**config.mk**
```make
export PLATFORM = sky130hd
export DESIGN_NAME = mem_port_arbiter
export DESIGN_NICKNAME = d
export VERILOG_FILES = /design/src/rtl/mem_port_arbiter.sv
export SDC_FILE = /design/constraint.sdc
export NUM_CORES = 1
export LEC_CHECK = 0
export CORE_UTILIZATION = 50
export DETAILED_ROUTE_END_ITERATION = 6
export PLACE_DENSITY_LB_ADDON = 0.12
export RECOVER_POWER = 100
export SETUP_SLACK_MARGIN = 0.15
export SLEW_MARGIN = 20
export SYNTH_ARGS = -nofsm -noshare
export SYNTH_HDL_FRONTEND = slang
export SYNTH_SLANG_ARGS = --single-unit
```
**constraint.sdc**
```tcl
create_clock -name clk -period 12.2 [get_ports clk]
set_input_delay 2.44 -clock clk [delete_from_list [all_inputs] [get_ports clk]]
set_output_delay 2.44 -clock clk [all_outputs]
set_load 0.01 [all_outputs]
```
**src/rtl/mem_port_arbiter.sv**
```systemverilog
// mem_port_arbiter: shares one byte-wide synchronous RAM between the fetch
// port (8-byte reads) and the data port (8-byte reads or writes). Each
// access is eight big-endian byte beats, followed by a tail cycle for the
// last read byte and a one-cycle ack.
//
// Handshake: a requester raises req with addr/wdata stable and holds them
// until it samples its ack high at a rising edge; it drops req at that edge.
// An ack is a single-cycle pulse, err is meaningful only while ack is high,
// and rdata holds its value until that port's next ack.
module mem_port_arbiter #(
    parameter int MEM_BYTES     = 1024,
    parameter int ADDR_W        = 10,
    parameter int DATA_PRIORITY = 1
) (
    input  logic              clk,
    input  logic              rst,
    input  logic              f_req,
    input  logic [63:0]       f_addr,
    output logic [63:0]       f_rdata,
    output logic              f_ack,
    input  logic              d_req,
    input  logic              d_we,
    input  logic [63:0]       d_addr,
    input  logic [63:0]       d_wdata,
    output logic [63:0]       d_rdata,
    output logic              d_ack,
    output logic              d_err,
    output logic              f_err,
    output logic [ADDR_W-1:0] ram_addr,
    output logic              ram_we,
    output logic [7:0]        ram_wdata,
    input  logic [7:0]        ram_rdata,
    output logic              busy,
    output logic [1:0]        dbg_state
);

    localparam logic [1:0] S_IDLE = 2'd0;
    localparam logic [1:0] S_XFER = 2'd1;
    localparam logic [1:0] S_TAIL = 2'd2;
    localparam logic [1:0] S_ACK  = 2'd3;

    localparam bit DP = (DATA_PRIORITY != 0);

    logic [1:0]        state;
    logic [2:0]        cnt;
    logic [ADDR_W-1:0] base;
    logic              we_q;
    logic [63:0]       wdata_q;
    logic [63:0]       asm_q;
    logic              gnt_data;   // 1 = current access belongs to the data port
    logic              last_data;  // 1 = most recent grant went to the data port

    logic              pick_d;
    logic [63:0]       sel_addr;
    logic              out_of_range;
    logic [63:0]       rd_final;

    // Grant choice: lone requester wins; on a tie, data wins or round-robin.
    always_comb begin
        pick_d = 1'b0;
        if (d_req && f_req) begin
            pick_d = DP ? 1'b1 : !last_data;
        end else begin
            pick_d = d_req;
        end
    end

    assign sel_addr = pick_d ? d_addr : f_addr;
    // 65-bit sum so addresses near 2^64 cannot wrap into range.
    assign out_of_range = ({1'b0, sel_addr} + 65'd7) >= 65'(MEM_BYTES);
    // The eighth read byte arrives during TAIL; writes return zero.
    assign rd_final = we_q ? 64'd0 : {asm_q[55:0], ram_rdata};

    // Access sequencer and registered ack/err/rdata outputs.
    always_ff @(posedge clk or posedge rst) begin
        if (rst) begin
            state     <= S_IDLE;
            cnt       <= 3'd0;
            base      <= '0;
            we_q      <= 1'b0;
            wdata_q   <= 64'd0;
            asm_q     <= 64'd0;
            gnt_data  <= 1'b0;
            last_data <= 1'b0;
            f_ack     <= 1'b0;
            d_ack     <= 1'b0;
            f_err     <= 1'b0;
            d_err     <= 1'b0;
            f_rdata   <= 64'd0;
            d_rdata   <= 64'd0;
        end else begin
            f_ack <= 1'b0;
            d_ack <= 1'b0;
            f_err <= 1'b0;
            d_err <= 1'b0;
            case (state)
                S_IDLE: begin
                    if (f_req || d_req) begin
                        gnt_data  <= pick_d;
                        last_data <= pick_d;
                        base      <= sel_addr[ADDR_W-1:0];
                        we_q      <= pick_d && d_we;
                        wdata_q   <= pick_d ? d_wdata : 64'd0;
                        asm_q     <= 64'd0;
                        cnt       <= 3'd0;
                        if (out_of_range) begin
                            state <= S_ACK;
                            if (pick_d) begin
                                d_ack   <= 1'b1;
                                d_err   <= 1'b1;
                                d_rdata <= 64'd0;
                            end else begin
                                f_ack   <= 1'b1;
                                f_err   <= 1'b1;
                                f_rdata <= 64'd0;
                            end
                        end else begin
                            state <= S_XFER;
                        end
                    end
                end
                S_XFER: begin
                    // ram_rdata carries the byte addressed one beat earlier.
                    if (!we_q && cnt != 3'd0) begin
                        asm_q <= {asm_q[55:0], ram_rdata};
                    end
                    cnt <= cnt + 3'd1;
                    if (cnt == 3'd7) begin
                        state <= S_TAIL;
                    end
                end
                S_TAIL: begin
                    state <= S_ACK;
                    if (gnt_data) begin
                        d_ack   <= 1'b1;
                        d_rdata <= rd_final;
                    end else begin
                        f_ack   <= 1'b1;
                        f_rdata <= rd_final;
                    end
                end
                default: begin
                    state <= S_IDLE;
                end
            endcase
        end
    end

    // RAM drive: active only during XFER beats, MSB byte first on writes.
    always_comb begin
        ram_addr  = '0;
        ram_we    = 1'b0;
        ram_wdata = 8'd0;
        if (state == S_XFER) begin
            ram_addr = base + ADDR_W'(cnt);
            ram_we   = we_q;
            if (we_q) begin
                ram_wdata = wdata_q[{~cnt, 3'b000} +: 8];
            end
        end
    end

    assign busy      = (state != S_IDLE);
    assign dbg_state = state;

endmodule

```
* Word-level counts from Yosys, hierarchy flattened
Cells that the tools add are included.
Widths: inputs -> output; s select.
** Operators by class
- Add/sub/neg operators :: 3
- Order comparisons :: 1
- Eq/ne operators :: 11
- Shift operators :: 1
- Mux-type cells :: 39
- Bitwise gates (word level) :: 1
- Reductions and logical operators :: 16
** Operators with widths (count)
- $mux 64 :: 11
- $pmux 64 s2 :: 2
- $mux 56 :: 2
- $pmux 56 s2 :: 1
- $add 64x3->65 const B :: 1
- $ge 65x11->1 const B :: 1
- $shiftx 64x7->8 :: 1
- $mux 8 :: 2
- $ne 2x2->1 const B :: 8
- $mux 1 :: 12
- $add 10x3->10 :: 1
- $mux 10 :: 1
- $reduce_and 5->1 :: 2
- $mux 2 :: 3
- $pmux 2 s3 :: 1
- $pmux 3 s2 :: 1
- $reduce_and 2->1 :: 3
- $reduce_bool 2->1 :: 3
- $pmux 1 s2 :: 2
- $add 3x1->3 const B :: 1
- $eq 3x3->1 const B :: 1
- $logic_and 1x1->1 :: 3
- $mux 3 :: 1
- $not 3->3 :: 1
- other kinds (7) :: 7
** Storage, ports and cells
- Bits in registers :: 269
- Input port bits :: 205
- Output and inout bits :: 154
- Logic and storage cells :: 85

* Longest topological paths before layout
Gate-level depths: netlist of the first run.
- Depth after elaboration :: 8
- Depth in mapped cells :: 19
- Mapped depth without buffers :: 10

* Worst setup path before layout of the first run
No wires, ideal clock.
- Kind :: input -> register
- Start :: input port d_req
- End :: register d_rdata[0]
- Setup time :: 0.121 ns
- Arrival time :: 5.874 ns
- Data required time :: 12.079 ns
- Path slack :: 6.205 ns
- Stages on the path :: 15
- Buffers on the path :: 5
- Path through :: buf_6 > buf_6 > buf_2 > nand3b_1 > a22oi_1 > buf_2 > nand4_1 > xnor2_1 > o211ai_1 > or4_1 > or4_4 > o41ai_4 > a211oi_4 > buf_6 > a22o_1
** On the way
- Word-level cells in the longest chain between the ends :: 7
- Elaborated cells on any way between the ends :: 10
- Classes of those cells :: add/sub (1); order compare (1); eq/ne (3); mux (2); reduce/logical (3)
** Ends and longest elaborated chain
- start, declared :: line 21 : input logic d_req,
- $logic_and 1x1->1 :: line 61 : if (d_req && f_req) begin
- $mux 1 :: line 61
- $mux 64 :: line 68 : assign sel_addr = pick_d ? d_addr : f_addr;
- $add 64x3->65 :: line 70 : assign out_of_range = ({1'b0, sel_addr} + 65'd7) >= 65'(MEM_BYTES);
- $ge 65x11->1 :: line 70
- $ne 2x2->1 (no source line)
- $reduce_and 5->1 (no source line) *
- end signal, assigned :: line 136 : d_rdata <= rd_final;
- end, declared :: line 25 : output logic [63:0] d_rdata,
Every way passes the cells marked *; elsewhere a longest branch is shown, timed or not.
A chain may end at the register's enable or synchronous reset.

* Worst setup path after layout of the first run
- Start :: input port d_req
- End :: register d_rdata[46]
The elaborated chain is that of the path after synthesis.

==> results of run 1 <==
==> power by group <==
group / leakage [nW] / switching [mW] / internal [mW]
Clock: 0.452 / 0.350 / 0.484
Combinational: 4.11 / 0.705 / 0.479
Sequential: 3.64 / 0.145 / 1.08
Total: 8.20 / 1.20 / 2.04
==> flip-flops by register name (all words and copies together), names as in the netlist <==
signal	flops
dbg_state	2
d_err	1
asm_q	56
gnt_data	1
wdata_q	64
f_ack	1
f_err	1
cnt	3
f_rdata	64
base	10
d_rdata	64
we_q	1
d_ack	1
==> per-layer routing <==
| layer | vias up | routed length [um] | part of all wire, % |
|---|---|---|---|
| li1 | 5663 | - | - |
| met1 | 6123 | 18100 | 42 |
| met2 | 478 | 20600 | 48 |
| met3 | 94 | 2410 | 5.6 |
| met4 | 4 | 1630 | 3.8 |
| met5 | - | 27 | 0.063 |
==> kinds of logic after synthesis <==
kind of cell,Yosys count,synth area share (%)
adder cells (fa/ha/maj),11,1.03
flip-flops,269,47.9
buffers and inverters,113,4.46
AND/OR/NAND/NOR,412,15.2
multiplexers,73,6.72
XOR/XNOR,25,1.56
AO/OA/AOI/OAI,411,23.2
==> final cells by class <==
cell class	count	area, um^2	share of cell area, %
tap	372	465	2.51
clock inverter	10	109	0.587
antenna	1	2.50	0.0135
timing repair buffer	374	3680	19.9
inverter	17	65.1	0.351
clock buffer	41	810	4.36
multi-input combinational	932	6690	36.0
sequential	269	6730	36.3
==> synth_stat cells (all sizes together), types with 22 or more instances <==
master	instances	area share (%)
dfrtp	269	48
nand2	192	5.1
a22o	132	8.2
o21ai	97	3.5
a32o	67	4.8
nand3	58	2.1
clkbuf	49	1.3
buf	47	2.7
mux2i	47	3.3
nand3b	27	1.6
a21oi	25	0.92
nor2	24	0.64
nand4	22	1.0
==> final timing paths <==
path	from	to	slack, ps
setup / recovery	d_req	d_rdata[46]$_DFFE_PP0P_	2840
hold / removal	f_rdata[3]$_DFFE_PP0P_	f_rdata[3]$_DFFE_PP0P_	490
setup reg to reg	dbg_state[0]$_DFFE_PP0P_	asm_q[27]$_DFFE_PP0P_	6920
hold reg to reg	f_rdata[3]$_DFFE_PP0P_	f_rdata[3]$_DFFE_PP0P_	490
max in group asynchronous	rst	d_rdata[46]$_DFFE_PP0P_	3750
min in group asynchronous	rst	wdata_q[63]$_DFFE_PP0P_	4250
==> cells in the final DEF, fill, tap and decap left out, types with 11 or more instances in the layout <==
| master | Yosys | final |
|---|---|---|
| dfrtp_1 | 269 | 269 |
| clkdlybuf4s50_1 | 0 | 204 |
| nand2_1 | 192 | 192 |
| dlygate4sd3_1 | 0 | 153 |
| a22o_1 | 132 | 132 |
| o21ai_0 | 94 | 95 |
| a32o_1 | 67 | 67 |
| nand3_1 | 58 | 58 |
| mux2i_1 | 47 | 47 |
| clkbuf_16 | 0 | 28 |
| nand3b_1 | 25 | 25 |
| a21oi_1 | 24 | 24 |
| nor2_1 | 24 | 23 |
| nand4_1 | 21 | 21 |
| nor3_1 | 20 | 20 |
| mux4_2 | 16 | 16 |
| a22oi_1 | 15 | 15 |
| inv_1 | 15 | 14 |
| xor2_1 | 14 | 14 |
| clkbuf_1 | 49 | 12 |
| buf_4 | 2 | 12 |
| xnor2_1 | 11 | 11 |
==> critical path: cells and delay by family <==
family	cells	cell delay [ps]
AO/OA/AOI/OAI	5	2060
AND/OR/NAND/NOR	4	1570
XOR/XNOR	1	380
buffers and inverters	3	3310
==> flow_results.org, run 1 <==
** Clock tree
- The clock passes through at most 3 buffers.
- H-tree Lvls :: 1
- Number of hold-repair buffers added at the cts stage :: 0
- Clock tree from TritonCTS :: built
- CTS placed an instance of clkbuf_16 at the clock tree root.
- At the later pin of the worst-skew pair, clock insertion delay measures 550 ps.
- Cts repair resizes :: 0
- Number of clock buffers inserted by TritonCTS :: 28
- Clock-pin slew was measured on the worst setup and hold paths at 60 ps.
- Counting every sink on the clock net gives 269.
- After clock tree synthesis, the setup repair step added 0 buffers.

** Setup path
- In this run the worst path has a maximum fanout of 107.
- Critical Path RT :: 12,670 ps
- Walking the worst path, the cells encountered are clkbuf_1 -> buf_4 -> nand3_1 -> a222oi_1 -> nand4_1 -> xnor2_1 -> o211ai_1 -> or4_1 -> or4_1 -> o41ai_1 -> a21bo_2 -> buf_4 -> a22o_1.
- At the worst endpoint, the arrival time is 9820 ps.
- Kind of end point of the critical path :: register
- The critical path is of the primary input to register type.
- Register-to-Register Path Depth :: 7
- On the worst path, the slowest cell contributes a delay of 1710 ps.
- STA classifies the critical path startpoint as a primary input.
- For this design, the slowest cell found on the critical path is clkbuf_1.

** Power
- Power spread over the standard cell area amounts to 175 nW/um^2.
- Overall power consumption after layout is estimated at 3.24 mW.
- VDD sags by at most 0.152 mV.
- Summed over all cells, the static leakage comes to 8.20 nW.

** Placed design
- Final HPWL DP :: 30.8 mm
- Worst slack after detailed placement :: 4040 ps
- Total cell area at the placement stage :: 17,700 um^2
- Once placement completed, the tool counted placed cells totaling 1,964.
- The count of buffers added on input and output ports is 358.
- The congestion estimate from routability-driven global placement came to 0.894.

** Yosys
- Sequential cells were found to cover 47.9% of the synthesized design area.
- Mean post-synth cell area :: 10.7 um^2
- Net count of the mapped netlist :: 1,530
- Yosys mapped a number of flops with a built-in enable equal to 0.
- In this run, synthesis produced a sequential element count of 269.
- Of all flip-flops after synthesis, the portion carrying an async set or reset was 100%.
- Among all flip-flop cells after synthesis, the most frequent one is dfrtp_1.
- Cell area after synthesis :: 14,000 um^2
- Yosys warning count :: 0
- Counting distinct cell types in the post-synthesis netlist gives 84.
- Gate count of the mapped netlist :: 1,314

** Timing
- Final setup violating endpoints :: 0
- Share of the cycle needed by the critical path after routing :: 76.7%
- The routed design could run at a clock period as short as 9360 ps.
- The number of max-slew violations in the final report is 476.
- The final hold violation count is 0.
- Setup repair after global routing missed its margin :: false
- Worst clock skew :: 27.2 ps
- Headroom to the max-slew limit came out at -307%.
- Fmax achieved :: 107 MHz
- Worst Max-Slew Pin Slew :: 6070 ps
- Setup TNS :: 0 ps
- Post-route worst hold slack :: 487 ps
- Once routing completed, OpenROAD measured the worst setup slack at 2840 ps.

** Finish
- The finished layout holds 2,016 standard cells, fillers aside.
- In the final layout, the share of cells above drive strength 1 is 6.82%.
- Layout Cell Area excl Fill :: 18,600 um^2
- After filler insertion, the fill cell instance count of the layout stands at 2,163.
- Number of nets at the end of the flow :: 1,838
- The area growth from synthesis to layout is 32.1%.
- Core utilization of the finished layout :: 68.1%

** GRT
- Initial antenna violation count :: 3
- Global routing used 29.9% of the available tracks.
- The first global-routing pass estimated 68.0 mm of wire.
- met2 is the most crowded layer.
- Global-route track usage on met1 :: 39.4%
- The via count of the first global-routing pass was 12,300.
- Met3 track utilization from global routing :: 4.76%
- Entering global routing, the biggest net connects 142 pins.
- GRT overflow :: 0
- Met2 track demand over resource :: 49.5%

** Floorplan
- For this design the top-level I/O count stands at 359.
- From left edge to right edge, the die measures 170 um.
- After floorplanning, the core was sized to cover 27,300 um^2.
- Row generation in the floorplan step produced 60 rows.
- In this run the vertical extent of the chip is 170 um.
- Initial standard-cell utilization of the core :: 51.5%
- Total die area :: 28,800 um^2

** Outcome
- The checks that failed: DRC, capacitance limit, slew limit.
- Outcome :: complete, but fails checks

** Routing
- The final route contains 12,400 vias.
- Pre-antenna DRT Iters :: 7
- Vias per cell :: 6.13
- First DRT Iteration DRCs :: 1,070
- After detailed routing, the total wire length is 42.7 mm.
- Post-DR wirelength/cell :: 21.2 um
- After detailed routing, the number of remaining DRC violations is 2.
- Antenna viol nets, final :: 0

** Worst hold path
- Counting instances, the worst hold path has a depth of 1.
- Type of the tightest min-delay check :: register to register

** Flow run
- Across the run, the number of max-cap violations was 6.
Note: power is estimated with default switching activity, not from simulation.
==> run 2, diff against run 1 <==
- CORE_UTILIZATION: 50 -> 45
- clock period: 12.2 -> 8.45 ns (I/O delays scaled with it)
==> run 2 against run 1 <==
The run ends with capacitance limit, slew limit left; total power grew 44%; cell area grew 0.30%; wire length grew 0.42%; sequential power grew 44%; utilization shrank 7.4 points; largest cell class unchanged; sequential share of layout area shrank 0.11 points; first-iteration DRC count shrank 11%; hold slack is essentially flat; highest routed layer unchanged; largest power group unchanged; clock power grew 46%; clock-buffer cell count grew 4; via count shrank 0.64%.
==> flow_results.org, run 2 (synthesized netlist as in run 1, its figures left out) <==
** Finish
- Antenna diodes :: 0 (-1)
- The finished layout cell area is 18,600 um^2 (+0.30%).
- The final core utilization was 60.7% (-7.4 points).
- Number of nets at the end of the flow :: 1,837 (-0.054%)
- Number of filler cells placed in the layout :: 2,625 (+21%)
- Layout overhead on the synthesized area :: 32.5%
- Share of layout cells above drive strength 1 :: 6.76% (-0.053 points)
- Registers with the most flip-flops :: d_rdata (64), f_rdata (64), wdata_q (64)
- Commonest cells after routing, fill and taps aside :: dfrtp_1 (269), clkdlybuf4s50_1 (203), nand2_1 (192), dlygate4sd3_1 (154), a22o_1 (132)
- Leaving out fill and tap cells, the most frequent cell in the layout is dfrtp_1.

** Timing
- Total count of max-transition violations in the final report :: 441 (-7.4%)
- Remaining max-slew budget at the tightest pin :: -181% (+130 points)
- Post-route worst hold slack :: 486 ps (-0.442 ps)
- Min Tclk post-route :: 7060 ps
- Fmax achieved :: 142 MHz
- The clock skew came to 13.0 ps (-14.3 ps).
- Final setup violating endpoints :: 0 (unchanged)
- The final hold violation count is 0 (unchanged).
- The slew at the pin with the worst max-slew slack was 4210 ps (-1860 ps).
- Share of the cycle needed by the critical path after routing :: 83.5%
- The accumulated negative setup slack was 0 ps (unchanged).
- Final worst-path setup slack :: 1390 ps (-1450 ps)
- Setup repair after global routing left no endpoint under its margin.

** GRT
- The number of antenna violations at the first check in global routing is 2 (-1).
- Largest net degree at the start of global routing :: 159 (+12%)
- The met2 usage in global routing came to 44.6% (-4.9 points).
- The met1 track utilization from global routing is 35.7% (-3.7 points).
- The total congestion overflow is 0 (unchanged).
- The global routing met3 resource utilization was 5.34% (+0.59 points).
- The combined global-route utilization of all metal layers was 26.9% (-2.9 points).
- The via count of the first global-routing pass was 12,100 (-2.0%).
- First-pass GRT wire length :: 67.3 mm (-1.1%)
- After global routing, the most crowded layer is met2.

** Clock tree
- The worst-case clock buffer depth came to 3 (unchanged).
- Number of hold-repair buffers added at the cts stage :: 0 (unchanged)
- The number of setup buffers added after CTS is 0 (unchanged).
- In this run the clock root is driven by a clkbuf_16.
- Cts repair resizes :: 0 (unchanged)
- TritonCTS built the clock tree.
- The total number of H-tree levels is 1 (unchanged).
- The clock-pin slew reported for the worst setup and hold paths after clock tree synthesis is 60 ps (about the same).
- The number of sinks handled by clock tree synthesis came to 269 (unchanged).
- Clock latency reported for the late side of the worst-skew pair :: 550 ps (about the same)
- Number of clock buffers inserted by TritonCTS :: 29 (+3.6%)

** Routing
- The total wire length was 42.9 mm (+0.42%).
- First DRT Iteration DRCs :: 948 (-11%)
- The remaining design rule violation count came to 0 (-2).
- Pre-antenna DRT Iters :: 6 (-1)
- Via count :: 12,300 (-0.64%)
- Antenna viol nets, final :: 0 (unchanged)
- Post-DR wirelength/cell :: 21.1 um (-0.62%)
- The ratio of routed vias to standard cells came to 6.03 (-1.7%).

** Power
- The internal power component was 2.97 mW (+45%).
- The part of the power in registers is 37.8% (about the same).
- The leakage component of the power is 8.24 nW (+0.40%).
- Switching share of power :: 36.6% (-0.38 points)
- Psw :: 1.71 mW (+43%)
- Share of total power in the clock network :: 26.1% (+0.4 points)
- Cell area power density :: 251 nW/um^2 (+44%)
- Proportion of power drawn by combinational gates :: 36.1% (-0.4 points)
- Worst-case vdd ir drop :: 0.226 mV (+49%)

** Floorplan
- Total die area :: 31,900 um^2 (+11%)
- The x dimension of the die came to 179 um (+5.3%).
- The core footprint was 30,700 um^2 (+13%).
- Row cnt :: 64 (+6.7%)
- Vertical die dimension :: 179 um (+5.3%)
- The number of top-level pins was 359 (unchanged).
- Initial standard-cell utilization of the core :: 45.8% (-5.7 points)

** Placed design
- The pre-CTS setup slack was 1410 ps (-2640 ps).
- The final weighted congestion in routability-driven placement is 0.960 (+7.4%).
- The detailed placement HPWL came to 31.2 mm (+1.4%).
- Input/output buffers :: 358 (unchanged)
- Total cell area at the placement stage :: 17,700 um^2 (+0.21%)

** Worst hold path
- Hold worst-path end :: f_rdata[47]$_DFFE_PP0P_
- Type of the tightest min-delay check :: register to register
- Min-Delay Path Depth :: 1 (unchanged)
- Critical hold path startpoint :: f_rdata[47]$_DFFE_PP0P_

** Setup path
- The startpoint identified for the worst register-to-register timing path is dbg_state[1]$_DFFE_PP0P_.
- Kind of launch point of the worst setup path :: primary input
- The stage delay of the slowest cell on the critical path was 880 ps (-830 ps).
- Kind of end point of the critical path :: register
- Cells along the critical path :: buf_4 -> nand3_1 -> a22oi_1 -> nand3_1 -> nor4b_1 -> xor2_1 -> nand4_1 -> or4_1 -> nor4_4 -> o21ai_2 -> buf_4 -> a32o_1
- Worst Path Class, Setup :: primary input to register
- The register-to-register setup slack was 2860 ps (-4060 ps).
- Worst-path fanout max :: 108 (+0.93%)
- The endpoint identified for the worst register-to-register timing path is asm_q[11]$_DFFE_PP0P_.
- The buffer and inverter count on the worst path was 2 (-1).
- The slowest stage of the critical path is the nor4b_1 cell.
- In this design, the largest share of critical-path delay is due to simple AND/OR/NAND/NOR gates.
- Signal arrival time at the worst endpoint :: 7480 ps (-2340 ps)
- Critical Path RT :: 8880 ps (-3790 ps)
- Register-to-Register Path Depth :: 7 (unchanged)

** Outcome
- Outcome :: complete, but fails checks
- Violated checks :: capacitance limit, slew limit

** Flow run
- The number of max-cap violations came to 4 (-2).
-- run 2: changes by cell type in the layout (fill, tap and decap cells not counted), sizes merged --
| cell | delta |
|---|---|
| clkinv | -4 |
| buf | -1 |
| dlygate4sd3 | +1 |
| clkdlybuf4s50 | -1 |
| clkbuf | +3 |
| diode | -1 |
-- run 2: worst max path at each step --
stage | from | slack (ps) | cells past startpoint | endpoint
after CTS | d_req | 1970 | 12 | f_rdata[12]$_DFFE_PP0P_
after detailed placement | d_req | 1410 | 12 | f_rdata[12]$_DFFE_PP0P_
after global routing | d_req | 760 | 12 | f_rdata[3]$_DFFE_PP0P_
after floorplan | rst | 3210 | 1 | asm_q[0]$_DFFE_PP0P_
after global placement | d_req | 1510 | 12 | f_rdata[26]$_DFFE_PP0P_
final | d_req | 1390 | 12 | f_rdata[12]$_DFFE_PP0P_
-- run 2: through the flow --
stage / cells / power, mW
2_1_floorplan: 1314 / 2.92
3_3_place_gp: 1986 / 3.50
3_5_place_dp: 1986 / 3.53
4_1_cts: 2037 / 4.76
5_1_grt: 2037 / 4.95
6_report: 2037 / 4.68
-- run 2: layout make-up --
cell class | instances | area [um^2] | area share [%]
flip-flops and latches | 269 | 6730 | 36.2
multi-input cells | 932 | 6710 | 36.1
repair buffers | 372 | 3680 | 19.8
clock buffers | 45 | 846 | 4.55
well taps | 396 | 495 | 2.66
clock inverters | 6 | 76.3 | 0.410
inverters | 17 | 65.1 | 0.350
-- run 2: metal layers --
layer  share of wire, %  wire length [um]
met4                2.8              1200
met5              0.063                27
met1                 42             17900
met3                7.0              3000
met2                 48             20700
-- run 2: power groups by stage --
| stage | Combinational [mW] | Sequential, mW | Clock [mW] |
|---|---|---|---|
| final | 1.69 | 1.77 | 1.22 |
| after global routing | 1.84 | 1.80 | 1.30 |
| after CTS | 1.75 | 1.77 | 1.25 |
| after detailed placement | 1.74 | 1.79 | 0 |
| after global placement | 1.72 | 1.78 | 0 |
| after floorplan | 1.17 | 1.75 | 0 |
==> patch, RTL diff (settings of run 2) <==
Change the parameter `ADDR_W` from 10 to 8.
--- a/src/rtl/mem_port_arbiter.sv
+++ b/src/rtl/mem_port_arbiter.sv
@@ -11,3 +11,3 @@
     parameter int MEM_BYTES     = 1024,
-    parameter int ADDR_W        = 10,
+    parameter int ADDR_W        = 8,
     parameter int DATA_PRIORITY = 1
Interface: changed (resized ram_addr); port bits go from 359 to 357. No check against the original RTL was run, so the function may have changed too.
==> patch against run 2 <==
The flow still finishes with violations (capacitance limit, slew limit); worst hold slack better by 0.0021 ns; global-route usage is 0.074 points higher; maximum frequency fell by 1.1%; sequential cell count down 2; worst setup slack got worse by 0.077 ns; via count shrank 3.8%; power is 1.5% higher; non-clock buffer count shrank 1; final area fell by 2.0%; wire length fell by 2.2%; synthesized area fell by 3.0%; highest routed layer unchanged.
==> patch: results (changes against run 2) <==
metric,value,unit,change
register area,6680,µm²,was 6730 µm²
Initial DRC Count,955,,was 948
Sw Share,0.367,,was 0.366
critical path's top delay family,buffers and inverters,,was simple AND/OR/NAND/NOR gates
Fillers,2513,,"was 2,625"
Power Clock,0.00127,W,was 0.00122 W
Yosys cell types,79,,was 84
Placed Area,17300,µm²,"was 17,700 µm²"
Hold WS,0.488,ns,was 0.486 ns
crit-path max cell delay,1.12,ns,was 0.88 ns
Synth Area in Adders,0.0106,,was 0.0103
initial antenna violation count,1,,was 2
reg-to-reg setup timing slack,2.19,ns,was 2.86 ns
critical path endpoint,f_rdata[24],,was f_rdata[12]
xor/xnor share of the synthesized area,0.0161,,was 0.0156
"Slowest-stage cell, CP",clkbuf_2,,was nor4b_1
P_int,0.00300,W,was 0.00297 W
Clock Skew,0.0223,ns,was 0.0130 ns
Global Route met2 Usage,0.443,,was 0.446
Worst Hold Launch,base[0],,was f_rdata[47]
first-pass GRT wire length,66100,µm,"was 67,300 µm"
DP HPWL,30100,µm,"was 31,200 µm"
grt met1 use,0.374,,was 0.357
mux share of post-synthesis cell area,0.0727,,was 0.0672
Max VDD drop,0.250,mV,was 0.226 mV
minimum clock period,7.13,ns,was 7.06 ns
post-synthesis compound-gate area fraction,0.195,,was 0.232
via count,11800,,"was 12,300"
vias in the first global route,11600,,"was 12,100"
syn_nets,1482,,"was 1,530"
Max Cap Viol,7,,was 4
outcome,finished with violations,,unchanged
met2 WL,20500,µm,"was 20,700 µm"
register area share after synthesis,0.490,,was 0.479
CP Max Fanout,75,,was 108
Min-Delay Path Depth,2,,was 1
share of cells above drive strength 1,0.0759,,was 0.0676
worst reg-to-reg path cell count,8,,was 7
drt pass-1 iters,5,,was 6
CP startpoint,d_req,,unchanged
DR vias/cell,5.95,,was 6.03
met1 WL,17900,µm,about the same
FF-to-FF End,asm_q[48],,was asm_q[11]
failing checks,"capacitance limit, slew limit",,unchanged
GR Layer Usage met3,0.0377,,was 0.0534
synth top area cells,"dfrtp_1 49%, a22o_1 8.4%, nand2_1 5.5%",,"was dfrtp_1 48%, a22o_1 8.2%, nand2_1 5.1%"
PortBufs,356,,was 358
Post-synth top cells,"267 x dfrtp_1, 198 x nand2_1, 130 x a22o_1",,"was 269 x dfrtp_1, 192 x nand2_1, 132 x a22o_1"
largest net degree at the start of global routing,146,,was 159
met3 wire length,2520,µm,was 3000 µm
Pleak,8.46,nW,was 8.24 nW
crit path DAT,7.60,ns,was 7.48 ns
Worst Hold End,base[0],,was f_rdata[47]
GRT Total Usage,0.270,,was 0.269
Nets,1790,,"was 1,837"
Max Transition Viols Final,505,,was 441
placed cells,1935,,"was 1,986"
TritonCTS Buffers,27,,was 29
pin slew with the least headroom to its limit,3.38,ns,was 4.21 ns
-- patch: cell types whose count changed in the layout (fill, tap and decap cells not counted), moves of 6 or more --
cell	run 2	this run
o21ai_0	95	29
nand4_1	21	29
mux2_2	10	16
a22oi_1	15	9
nand3_1	58	101
and2_0	0	7
nor3_1	20	14
clkdlybuf4s50_1	203	209
dlygate4sd3_1	154	146
nor2_1	23	16
nand3b_1	25	18
-- patch: layout make-up --
cell class                 count  share of cell area
sequential                   267               0.366
multi-input combinational    888               0.350
timing repair buffer         371               0.200
clock buffer                  38              0.0432
tap                          390              0.0268
clock inverter                11             0.00974
inverter                      19             0.00398
-- patch: worst reg2reg max path: cells and delay by family, from the launching register on --
family,cells,cell delay [ns]
DFF,1,0.43
buffers and inverters,2,2.42
and+or+nand+nor,4,2.94
AOI/OAI and AO/OA,1,0.24
adders and majority gates,1,0.16
